===== config.mk =====
export PLATFORM = sky130hd
export DESIGN_NAME = comp_seq
export DESIGN_NICKNAME = d
export VERILOG_FILES = /design/src/rtl/comp_seq.sv
export SDC_FILE = /design/constraint.sdc
export NUM_CORES = 1
export LEC_CHECK = 0
export BUFFER_PORTS_ARGS = -buffer_cell sky130_fd_sc_hd__buf_4
export CORE_UTILIZATION = 30
export DETAILED_ROUTE_END_ITERATION = 16
export RECOVER_POWER = 25
export SLEW_MARGIN = 5
export SYNTH_ARGS = -nofsm -noshare
export SYNTH_HDL_FRONTEND = slang
export SYNTH_SLANG_ARGS = --single-unit

===== constraint.sdc =====
create_clock -name clk -period 2.2 [get_ports clk]
set_clock_uncertainty 0.2 [all_clocks]
set_input_delay 0.11 -clock clk [delete_from_list [all_inputs] [get_ports clk]]
set_output_delay 0.11 -clock clk [all_outputs]
set_load 0.005 [all_outputs]

===== src/rtl/comp_seq.sv =====
// comp_seq: sequential magnitude comparator. Each operand is loaded MSB-chunk-first
// from a shared chunk bus on rising edges of its load strobe. The bus payload is a
// single scalar chunk, so it stays a plain port and needs no package.
module comp_seq #(
  parameter int unsigned CHUNK_W = 4,
  parameter int unsigned NCHUNK  = 2
) (
  input  logic               clk,
  input  logic               rst_n,
  input  logic               ld_a,
  input  logic               ld_b,
  input  logic [CHUNK_W-1:0] q,
  input  logic               signed_mode,
  input  logic               clear,
  output logic               a_full,
  output logic               b_full,
  output logic               valid,
  output logic               lo,
  output logic               eo,
  output logic               go
);

  localparam int unsigned W     = CHUNK_W * NCHUNK;
  localparam int unsigned CNT_W = $clog2(NCHUNK + 1);
  localparam logic [CNT_W-1:0] CNT_FULL = CNT_W'(NCHUNK);

  typedef enum logic [1:0] {
    ST_LOAD = 2'd0,
    ST_CMP  = 2'd1,
    ST_DONE = 2'd2
  } state_e;

  state_e           r_state;
  state_e           w_state_nxt;
  logic [W-1:0]     r_a;
  logic [W-1:0]     r_b;
  logic [W-1:0]     w_a_nxt;
  logic [W-1:0]     w_b_nxt;
  logic [CNT_W-1:0] r_cnt_a;
  logic [CNT_W-1:0] r_cnt_b;
  logic [CNT_W-1:0] w_cnt_a_nxt;
  logic [CNT_W-1:0] w_cnt_b_nxt;
  logic             r_prev_a;
  logic             r_prev_b;
  logic             w_ev_a;
  logic             w_ev_b;
  logic             w_lt;
  logic             w_eq;
  logic             w_valid_nxt;
  logic             w_lo_nxt;
  logic             w_eo_nxt;
  logic             w_go_nxt;

  // Rising-edge detection on the held load strobes.
  assign w_ev_a = ld_a & ~r_prev_a;
  assign w_ev_b = ld_b & ~r_prev_b;

  // Magnitude relation of the stored operands in the selected number format.
  assign w_eq = (r_a == r_b);
  assign w_lt = signed_mode ? ($signed(r_a) < $signed(r_b)) : (r_a < r_b);

  // State register.
  always_ff @(posedge clk) begin
    if (!rst_n) begin
      r_state <= ST_LOAD;
    end else begin
      r_state <= w_state_nxt;
    end
  end

  // Next-state, operand capture and result decode.
  always_comb begin
    w_state_nxt = r_state;
    w_a_nxt     = r_a;
    w_b_nxt     = r_b;
    w_cnt_a_nxt = r_cnt_a;
    w_cnt_b_nxt = r_cnt_b;
    w_valid_nxt = valid;
    w_lo_nxt    = lo;
    w_eo_nxt    = eo;
    w_go_nxt    = go;

    if (clear) begin
      w_state_nxt = ST_LOAD;
      w_a_nxt     = '0;
      w_b_nxt     = '0;
      w_cnt_a_nxt = '0;
      w_cnt_b_nxt = '0;
      w_valid_nxt = 1'b0;
      w_lo_nxt    = 1'b0;
      w_eo_nxt    = 1'b0;
      w_go_nxt    = 1'b0;
    end else begin
      case (r_state)
        ST_LOAD: begin
          // Shift-in keeps the first chunk as the MSB chunk; also valid for NCHUNK=1.
          if (w_ev_a && !a_full) begin
            w_a_nxt     = W'(r_a << CHUNK_W) | W'(q);
            w_cnt_a_nxt = r_cnt_a + CNT_W'(1);
          end
          if (w_ev_b && !b_full) begin
            w_b_nxt     = W'(r_b << CHUNK_W) | W'(q);
            w_cnt_b_nxt = r_cnt_b + CNT_W'(1);
          end
          if ((w_cnt_a_nxt == CNT_FULL) && (w_cnt_b_nxt == CNT_FULL)) begin
            w_state_nxt = ST_CMP;
          end
        end
        ST_CMP: begin
          w_valid_nxt = 1'b1;
          w_eo_nxt    = w_eq;
          w_lo_nxt    = w_lt;
          w_go_nxt    = ~w_eq & ~w_lt;
          w_state_nxt = ST_DONE;
        end
        ST_DONE: begin
          w_state_nxt = ST_DONE;
        end
        default: begin
          w_state_nxt = ST_LOAD;
        end
      endcase
    end
  end

  // Datapath, counters, edge history and registered outputs.
  always_ff @(posedge clk) begin
    if (!rst_n) begin
      r_a      <= '0;
      r_b      <= '0;
      r_cnt_a  <= '0;
      r_cnt_b  <= '0;
      r_prev_a <= ld_a;
      r_prev_b <= ld_b;
      a_full   <= 1'b0;
      b_full   <= 1'b0;
      valid    <= 1'b0;
      lo       <= 1'b0;
      eo       <= 1'b0;
      go       <= 1'b0;
    end else begin
      r_a      <= w_a_nxt;
      r_b      <= w_b_nxt;
      r_cnt_a  <= w_cnt_a_nxt;
      r_cnt_b  <= w_cnt_b_nxt;
      r_prev_a <= ld_a;
      r_prev_b <= ld_b;
      a_full   <= (w_cnt_a_nxt == CNT_FULL);
      b_full   <= (w_cnt_b_nxt == CNT_FULL);
      valid    <= w_valid_nxt;
      lo       <= w_lo_nxt;
      eo       <= w_eo_nxt;
      go       <= w_go_nxt;
    end
  end

endmodule


==> results by group <==
Synthesis
  – Cell variety after synth: 28
  – Post-synth top flop: dfxtp_1
  – Register area share after synthesis: between 40% and 50%
  – Cells after Synth: 155
  – Mapped Area: between 0.001 and 0.0015 mm²
  – Most common cell in the netlist: nand2_1
  – Synth area leader: dfxtp_1
  – Post-synth EDFFs: 0
  – YS warnings: 0
  – Seq cells post-synth: 30
  – Synth cell count leaders: nand2_1 (37), dfxtp_1 (30), a21oi_1 (20)
  – FFs w/ async S/R, synth: 0%
  – Top cell type's share of synthesized area: 44.40%
  – Net Count, Synth: approximately 180
  – Mean Syn Cell Area: approximately 8.7 µm²
  – Most area-consuming cells after synthesis: dfxtp_1 (44%), nand2_1 (10%), ha_1 (9.3%), a21oi_1 (7.4%), inv_1 (2.8%)

CTS
  – Root buf cell: clkbuf_8
  – Worst skew pair latency: between 0.2 and 0.3 ns
  – PostCTS Resize Cnt: 0
  – CTS clk-pin slew, worst paths: approximately 0.06 ns
  – Clock Path Buffers: 2
  – CTS tree: built
  – Clk sinks: 30
  – Number of CTS-inserted buffers: 5
  – H-tree depth: 2

Global routing
  – Largest net degree at the start of global routing: 24
  – GR met3 Demand/Resource: 2.485%
  – Vias in the first global route: 1087
  – Tot GR Track Use: ~12%
  – Initial antenna violation count: 0
  – GRT Max-Usage Layer: met2
  – Met2 global-route usage: 19.53%
  – Congestion Overflow GR: 0
  – Routing usage on met1: between 10% and 20%
  – Global-route wire length before repair: about 4.6 mm

Critical path
  – Startpoint Class: flop
  – WS Path Type: reg2reg
  – CP endpoint kind: flop
  – Critical Path RT: 2.22 ns
  – Crit-path max FO: 4
  – CP arrival: ~2.0 ns

Floorplanning
  – Io pins: 16
  – Core Region: 0.004354 mm²
  – Die W: 69.15 µm
  – Die Ht: between 60 and 70 µm
  – Initial Util: a little under a third
  – Die area: roughly 0.0048 mm²
  – Row Count: 24

STA
  – Post-route setup TNS: 0 ns
  – Max Clock Freq: 0.4996 GHz
  – Min Tclk post-route: approximately 2 ns
  – Slew HR: approximately three quarters
  – Final setup fails: 0
  – Fin. Hold Viols: 0
  – Max-slew violation count: 0
  – Setup repair after global routing missed its margin: false
  – Post-route clock period utilization: a little over 90%
  – Worst Setup Slack, final: 0.1983 ns
  – Worst-margin pin slew: about 0.35 ns

Power
  – Leakage: 0.6560 nW
  – Pwr/cell area: ~650 mW/mm²
  – Combinational power share: 8.4%
  – Internal power: approximately 0.00085 W
  – VDD IR max: 0.0004395 V
  – Sequential power share: a little over 50%
  – NetSw: between 0.0002 and 0.0003 W
  – Sw frac: 22.82%
  – Clock power share: between 40% and 50%

Placed design
  – Post-Place Worst Slack: about 0.19 ns
  – IO Port Bufs: 15
  – DPL Wire Length: about 1.9 mm
  – GP Congestion: 0.7052

Routing
  – Initial DRC Count: 22
  – Routed WL per cell: 11.14 µm
  – Routed Antenna Nets: 0
  – DRC: 0
  – Vias: about 1100
  – DR vias/cell: around 4.7
  – Routed wire length: 2.630 mm
  – Drt first pass iters: 4

Run status
  – Status: finished, final reports clean

Final layout
  – Fin nets: 203
  – Multi-input logic area: between 600 and 700 µm²
  – FILL cells: ~450
  – FF/Latch Area: ~600 µm²
  – Layout cell share with drive strength beyond 1: 17.39%
  – Area Overhead vs Synth: 25.44%
  – Ant. Diodes: 0

Worst hold path
  – Worst hold path class: in2reg

Flow run
  – Maxcap violations: 0
[through the flow]
step | cell area (µm²) | hold slack, ns | total power, W | instances | utilization, %
after floorplan | 1353 | -0.06228 | 0.0006214 | 155 | -
after global placement | 1535 | 0.01977 | 0.0006511 | 221 | 35.26
after detailed placement | 1535 | 0.02446 | 0.0006521 | 221 | 35.26
after CTS | 1697 | 0.03891 | 0.001112 | 236 | 38.97
after global routing | 1697 | 0.08648 | 0.001143 | 236 | 38.97
final | 1697 | 0.03931 | 0.001099 | 236 | 38.97
[power by group through the flow]
stage | combinational (W) | sequential (W) | clock [W]
floorplan | 0.0000545 | 0.000567 | 0
global placement | 0.0000832 | 0.000568 | 0
detailed placement | 0.0000839 | 0.000568 | 0
CTS | 0.0000943 | 0.000556 | 0.000462
global route | 0.000102 | 0.000557 | 0.000484
finish | 0.0000918 | 0.000556 | 0.000451
[per-layer routing]
layer	vias up	part of all wire, %
met5	-	0
met2	18	47
met4	0	2.7
met3	5	2.5
met1	501	48
li1	575	-
[worst max-delay path, stage by stage, from the launching register on]
cell and delay (ns):
dfxtp_1 0.33, inv_1 0.04, ha_1 0.36, nand4_1 0.18, a21oi_2 0.19, a2111oi_4 0.06
or4_1 0.51, nand3_1 0.07
[registers in the layout (all words and copies together), names as in the netlist, 2 cells and up]
name     count
r_a          8
r_state      2
r_b          8
r_cnt_b      2
r_cnt_a      2
[placed cells by master, fill, tap and decap left out, types with 2 or more instances in the layout]
| master | n |
|---|---|
| o211a_1 | 2 |
| buf_4 | 10 |
| dlygate4sd3_1 | 7 |
| dfxtp_1 | 30 |
| a21oi_1 | 20 |
| xor2_1 | 2 |
| nor2_1 | 10 |
| inv_1 | 10 |
| clkbuf_8 | 6 |
| o21ai_0 | 2 |
| and2_1 | 3 |
| nand2_1 | 37 |
| clkbuf_4 | 8 |
| nor2b_1 | 4 |
| nor3b_2 | 2 |
| nand4_1 | 3 |
| xnor2_1 | 3 |
| ha_1 | 10 |
| nor3b_1 | 2 |
[timing repair]
action / in CTS / in global routing
hold buffers: 7 / 0
endpoints found under the hold margin: 13 / 0
buffers inserted: 0 / 0
endpoints found under the setup margin: 0 / 1
[layout make-up]
| cell class | count | area share (%) |
|---|---|---|
| Tap cell | 52 | 3.835 |
| Clock inverter | 1 | 0.2950 |
| Inverter | 10 | 2.212 |
| Multi-Input combinational cell | 111 | 41.08 |
| Sequential cell | 30 | 35.40 |
| Clock buffer | 7 | 5.088 |
| Timing Repair Buffer | 25 | 12.09 |
[final timing paths]
check | slack [ns] | end | cells past startpoint | from
worst max-delay path | 0.20 | go | 7 | r_b[7]
worst min-delay path | 0.04 | go | 4 | rst_n
worst max register to register | 0.20 | go | 7 | r_b[7]
worst min register to register | 0.26 | r_b[4] | 2 | r_b[4]
[logic make-up after synthesis]
family / Yosys count / synth area share (%)
and+or+nand+nor: 66 / 23.59
DFF: 30 / 44.40
AOI/OAI and AO/OA: 29 / 14.71
buffers and inverters: 14 / 4.071
adders and majority gates: 10 / 9.251
xor gates and xnor gates: 5 / 3.238
muxes: 1 / 0.7401
Note: power is estimated with default switching activity, not from simulation.
